<file path="src/rtl/edf_arbiter.sv">
// Earliest-deadline-first arbiter: one pending slot per requester, IDLE -> GRANT -> RELEASE grant cycle.
// Optional feature macro: EDF_DEADLINE_AGING_EN (pending deadlines count down by one per cycle, saturating at 0).
module edf_arbiter #(
  parameter int NB_REQUESTERS  = 4,
  parameter int DEADLINE_WIDTH = 8
) (
  input  logic                                          clock,
  input  logic                                          reset,
  input  logic [NB_REQUESTERS-1:0]                      req_valid,
  input  logic [NB_REQUESTERS-1:0][DEADLINE_WIDTH-1:0]  req_deadline,
  output logic [NB_REQUESTERS-1:0]                      req_ready,
  output logic [$clog2(NB_REQUESTERS)-1:0]              out_index,
  output logic                                          out_valid,
  input  logic                                          out_ready,
  output logic [1:0]                                    dbg_state,
  output logic [NB_REQUESTERS-1:0][DEADLINE_WIDTH-1:0]  dbg_deadline
);
  localparam int IW = $clog2(NB_REQUESTERS);

  typedef enum logic [1:0] {IDLE = 2'd0, GRANT = 2'd1, RELEASE = 2'd2} state_t;

  state_t                                        state_q, state_d;
  logic [NB_REQUESTERS-1:0]                      pending, accept, clear;
  logic [NB_REQUESTERS-1:0][DEADLINE_WIDTH-1:0]  deadline;
  logic                                          grant_load, grant_done;
  logic [IW-1:0]                                 win_idx;
  logic [DEADLINE_WIDTH-1:0]                     win_dl;
  logic                                          win_found;

  // Handshakes: a transfer happens on a rising edge where valid && ready; req side
  // moves a deadline into its slot, out side retires the granted slot.
  assign req_ready    = ~pending;
  assign accept       = req_valid & req_ready;
  assign out_valid    = (state_q == GRANT);
  assign dbg_state    = state_q;
  assign dbg_deadline = deadline;

  // Strict less-than while scanning upward keeps ties on the lowest index.
  always_comb begin
    win_idx   = '0;
    win_dl    = '0;
    win_found = 1'b0;
    for (int i = 0; i < NB_REQUESTERS; i++) begin
      if (pending[i] && (!win_found || deadline[i] < win_dl)) begin
        win_found = 1'b1;
        win_dl    = deadline[i];
        win_idx   = IW'(i);
      end
    end
  end

  always_comb begin
    state_d    = state_q;
    grant_load = 1'b0;
    grant_done = 1'b0;
    clear      = '0;
    unique case (state_q)
      IDLE: begin
        if (|pending) begin
          state_d    = GRANT;
          grant_load = 1'b1;
        end
      end
      GRANT: begin
        if (out_ready) begin
          state_d          = RELEASE;
          grant_done       = 1'b1;
          clear[out_index] = 1'b1;
        end
      end
      RELEASE: state_d = IDLE;
      default: state_d = IDLE;
    endcase
  end

  always_ff @(posedge clock or negedge reset) begin
    if (!reset) begin
      state_q   <= IDLE;
      out_index <= '0;
    end else begin
      state_q <= state_d;
      if (grant_load) out_index <= win_idx;
    end
  end

  always_ff @(posedge clock or negedge reset) begin
    if (!reset) begin
      pending  <= '0;
      deadline <= '0;
    end else begin
      for (int i = 0; i < NB_REQUESTERS; i++) begin
        if (accept[i]) begin
          pending[i]  <= 1'b1;
          deadline[i] <= req_deadline[i];
        end else begin
          if (clear[i]) pending[i] <= 1'b0;
`ifdef EDF_DEADLINE_AGING_EN
          // Aging continues while the slot is granted; only acceptance edges skip it.
          if (pending[i] && deadline[i] != '0)
            deadline[i] <= deadline[i] - DEADLINE_WIDTH'(1);
`endif
        end
      end
    end
  end

endmodule

</file>
<file path="config.mk">
export PLATFORM = sky130hd
export DESIGN_NAME = edf_arbiter
export DESIGN_NICKNAME = d
export VERILOG_FILES = /design/src/rtl/edf_arbiter.sv
export SDC_FILE = /design/constraint.sdc
export NUM_CORES = 1
export LEC_CHECK = 0
export BUFFER_PORTS_ARGS = -buffer_cell sky130_fd_sc_hd__buf_2
export CAP_MARGIN = 20
export CORE_ASPECT_RATIO = 1.5
export CORE_MARGIN = 4
export CORE_UTILIZATION = 50
export CTS_CLUSTER_SIZE = 10
export DETAILED_ROUTE_END_ITERATION = 8
export PLACE_DENSITY = 0.79
export SLEW_MARGIN = 20
export SYNTH_ARGS = -nofsm -noshare
export SYNTH_HDL_FRONTEND = slang
export SYNTH_SLANG_ARGS = --single-unit
</file>
<file path="constraint.sdc">
create_clock -name clock -period 7.1 [get_ports clock]
set_input_delay 1.42 -clock clock [delete_from_list [all_inputs] [get_ports clock]]
set_output_delay 1.42 -clock clock [all_outputs]
set_load 0.01 [all_outputs]
</file>
==> results.txt <==
On the critical path the largest part of the delay comes from compound AO/OA/AOI/OAI gates. Across the VDD grid, the largest voltage drop is 0.000297 V. The total power draw came out at 0.00185 W. TritonCTS built the clock tree.

Setup violations remaining at the end of the flow were counted as 0. The aggregate global routing overflow is 0. The distinct cell type count after synthesis came out at 37.

The diode insertion count for antenna repair is 0. The fraction of the yosys area taken by sequential cells is 0.420. Summed over all cells, the static leakage comes to 1.47 nW.

Yosys printed 0 warnings. The summed negative setup slack over all endpoints came out at 0 ns. The power per cell area came out at 634 nW/um^2.

The fraction of final layout cells with drive strength greater than 1 is 0.399. The clock slew seen by the registers of the worst setup and hold paths is 0.07 ns. Before antenna repair, the detailed router went through 4 iterations. The highest fanout seen on the critical path is 18.

In the final routed layout, each cell accounts on average for 15.3 um. At the later pin of the worst-skew pair, clock insertion delay measures 0.30 ns. The flow ran to the end, and the final reports show no timing, DRC or antenna violations.

Hold is met by 0.532 ns. The count of H-tree levels built during CTS is 2. The timing-limited maximum frequency is 171 MHz.

The net total in the final layout is 362. The path class of the tightest hold or removal check is flop to flop. The tool flagged a number of max-cap violations equal to 0.

The initial antenna violation count came to 0. The fill cell total of the finished layout is 425. Data arrives at the worst endpoint at 6.04 ns. STA puts the critical path data required time at 7.30 ns. The count of standard-cell rows came out at 30.

The critical path buffer and inverter count came out at 0. The worst-margin pin slew is 1.07 ns. The post-CTS resize count came out at 0. The clock sink count is 40. The tree is rooted in a sky130_fd_sc_hd__clkbuf_8. For this configuration, the core starts out at a cell density of 0.521.

The HPWL after detailed placement is 4.46 mm. The cell type contributing the most total cell area after synthesis is sky130_fd_sc_hd__dfrtp_1. The relative contribution of combinational cells to total power came out at 0.663. The netlist area before placement is 2380 um^2. In this run the tightest slew margin relative to its limit is 0.283. In this run, post-CTS hold repair placed 0 buffers. Traced cell by cell, the critical path runs through nand2_1 > ha_1 > a211oi_1 > nor3_1 > a311oi_4 > a21oi_1 > ha_1 > nand4_1 > or2_2 > a221o_1 > nor4b_4 > o21ai_4 > mux2_4 > ha_1 > a21o_1 > a21o_1 > a21oi_1 > o2111ai_1 > a41o_1 > a41o_1 > o311ai_2. The horizontal extent of the die came out at 64.4 um. In this design, the critical path's most frequently occurring cell is sky130_fd_sc_hd__ha_1. By area the synthesized netlist is led by sky130_fd_sc_hd__dfrtp_1 42%, sky130_fd_sc_hd__mux2_2 11%, sky130_fd_sc_hd__ha_1 11%. The final critical-path share of the clock period is 0.822.

STA classifies the critical path startpoint as a flop. The net count after synthesis is 285. The top-level I/O count is 80.

The die area came out at 5960 um^2. The total vias in the final route came out at 1,974. The share of total power in sequential cells came out at 0.253. The portion of total power attributed to the clock network came out at 0.084. The clock skew after layout came out at 0.00380 ns. The stage delay of the slowest cell on the critical path is 0.68 ns.

The count of nets left with antenna violations once routing finished came out at 0. After synthesis, the mean cell area works out to 10.6 um^2. The switching component of the power came out at 0.000829 W. For this run, the total global-route usage over all layers was measured as 0.197. After the first detailed-routing iteration, the DRC count stood at 66. The number of hold-slack violations in the final timing report is 0. The count of input and output buffers came out at 79. No sink is reached through more buffers than the 2 on the longest clock path.

Entering global routing, the biggest net connects 41 pins. The routed via count divided by cell count came out at 5.38. The first global-routing pass estimated 9.22 mm of wire.

The fraction of post-synthesis cell area in the top cell type by area is 0.420. The count of final max-slew check failures is 0. STA classifies the critical path endpoint as a flop. The post-CTS setup-driven buffer insertion count is 0. The placeable core area is 4580 um^2. Setup repair after global routing left no endpoint under its margin. The slowest stage of the critical path is the sky130_fd_sc_hd__a311oi_4 cell. The synthesis-stage register bit count came out at 40.

The post-detailed-routing wire length came out at 5.63 mm. The internal power of the cells came out at 0.00102 W. The type of the setup path with the least slack is flop to flop. The number of global-route vias before repair came out at 1,975. The net switching share of the total power came out at 0.448. From synthesis to final layout, the design area changed by 22.3%. The final weighted congestion in routability-driven placement is 0.863.

The number of buffers created by CTS is 5. The height of the die came out at 92.6 um. For the finished layout, the period the worst path requires is 5.84 ns. The DRC violation count after routing came out at 0.

The synthesized instance count came out at 225.
[power groups by stage]
| stage | combinational (W) | sequential [W] | clock (W) |
|---|---|---|---|
| global placement | 0.00119 | 0.000470 | 0 |
| global route | 0.00137 | 0.000489 | 0.000168 |
| detailed placement | 0.00122 | 0.000474 | 0 |
| floorplan | 0.000883 | 0.000484 | 0 |
| CTS | 0.00124 | 0.000470 | 0.000159 |
| finish | 0.00123 | 0.000469 | 0.000155 |
[per-stage QoR]
| stage | area (um^2) | utilization | setup slack, ns | cells |
|---|---|---|---|---|
| final | 2920 | 0.637 | 1.26 | 367 |
| after global routing | 2920 | 0.637 | 0.913 | 367 |
| after CTS | 2920 | 0.637 | 1.25 | 367 |
| after detailed placement | 2830 | 0.617 | 1.34 | 359 |
| after global placement | 2830 | 0.617 | 1.54 | 359 |
| after floorplan | 2380 | - | 1.67 | 225 |
[registers in the layout, indices dropped and copies added (netlist names)]
signal        cells
dbg_deadline     32
pending           4
dbg_state         2
out_index         2
[cells in the final DEF, fill, tap and decap left out, drive strengths merged]
cell type  netlist  layout
nor3b            1       1
nor3             3       3
a211o            1       1
dfrtp           40      40
nand4            2       2
a21o             6       6
a41o             3       3
nand2b           1       1
mux2            31      31
o311ai           1       1
nand3            5       5
nor2b            6       6
nor4b            1       1
or3              1       1
a31oi            1       1
or2              1       1
a211oi           2       2
nor2            12      12
a21oi           10      10
nand2           26      26
o21a             1       1
clkbuf           9       8
a311oi           1       1
o211ai           2       2
o2111ai          1       1
buf              0      79
and2             1       1
and4bb           1       1
o21bai           1       1
nor4             1       1
a221o            2       2
inv             13      13
o21ai           16      16
nand3b           1       1
ha              21      21
[kinds of logic (layout without fill, tap and decap cells)]
| logic type | Yosys count | count (layout) | share of synthesized area |
|---|---|---|---|
| flip-flops | 40 | 40 | 0.420 |
| AO/OA/AOI/OAI | 48 | 48 | 0.146 |
| multiplexers | 31 | 31 | 0.157 |
| buffers and inverters | 22 | 100 | 0.0346 |
| adder cells (fa/ha/maj) | 21 | 21 | 0.110 |
| AND/OR/NAND/NOR | 63 | 63 | 0.132 |
[final cells by class]
type	count	area (um^2)	share of cell area
Inverter	13	48.8	0.0167
Clock buffer	8	90.1	0.0309
Tap cell	64	80.1	0.0275
Sequential cell	40	1000	0.343
Multi-Input combinational cell	163	1300	0.446
Timing Repair Buffer	79	395	0.136
[synthesized netlist by cell type, drive strengths merged]
cell type,number
a211o,1
a211oi,2
a21o,6
a21oi,10
a221o,2
a311oi,1
a31oi,1
a41o,3
and2,1
and4bb,1
clkbuf,9
dfrtp,40
ha,21
inv,13
mux2,31
nand2,26
nand2b,1
nand3,5
nand3b,1
nand4,2
nor2,12
nor2b,6
nor3,3
nor3b,1
nor4,1
nor4b,1
o2111ai,1
o211ai,2
o21a,1
o21ai,16
o21bai,1
o311ai,1
or2,1
or3,1
[routing by layer]
layer,GRT usage,part of all wire
met4,0.0882,0.036
met5,0,0
met1,0.214,0.38
met2,0.359,0.52
met3,0.0400,0.059
[worst paths after layout]
path | from | endpoint | slack (ns) | cells after the start
max | pending[0] | out_index[1] | 1.26 | 21
min | dbg_deadline[24] | dbg_deadline[24] | 0.53 | 1
max reg2reg | pending[0] | out_index[1] | 1.26 | 21
min reg2reg | dbg_deadline[24] | dbg_deadline[24] | 0.53 | 1
max in group asynchronous | reset | dbg_deadline[19] | 5.32 | 1
min in group asynchronous | reset | dbg_state[0] | 1.24 | 1
[worst register-to-register path: cells and delay by family, from the launching register on]
kind                       cells  cell delay (ns)
AOI/OAI and AO/OA             12             2.90
adders and majority gates      3             0.98
DFF                            1             0.62
muxes                          1             0.34
and+or+nand+nor                5             0.90
Note: power is estimated with default switching activity, not from simulation.
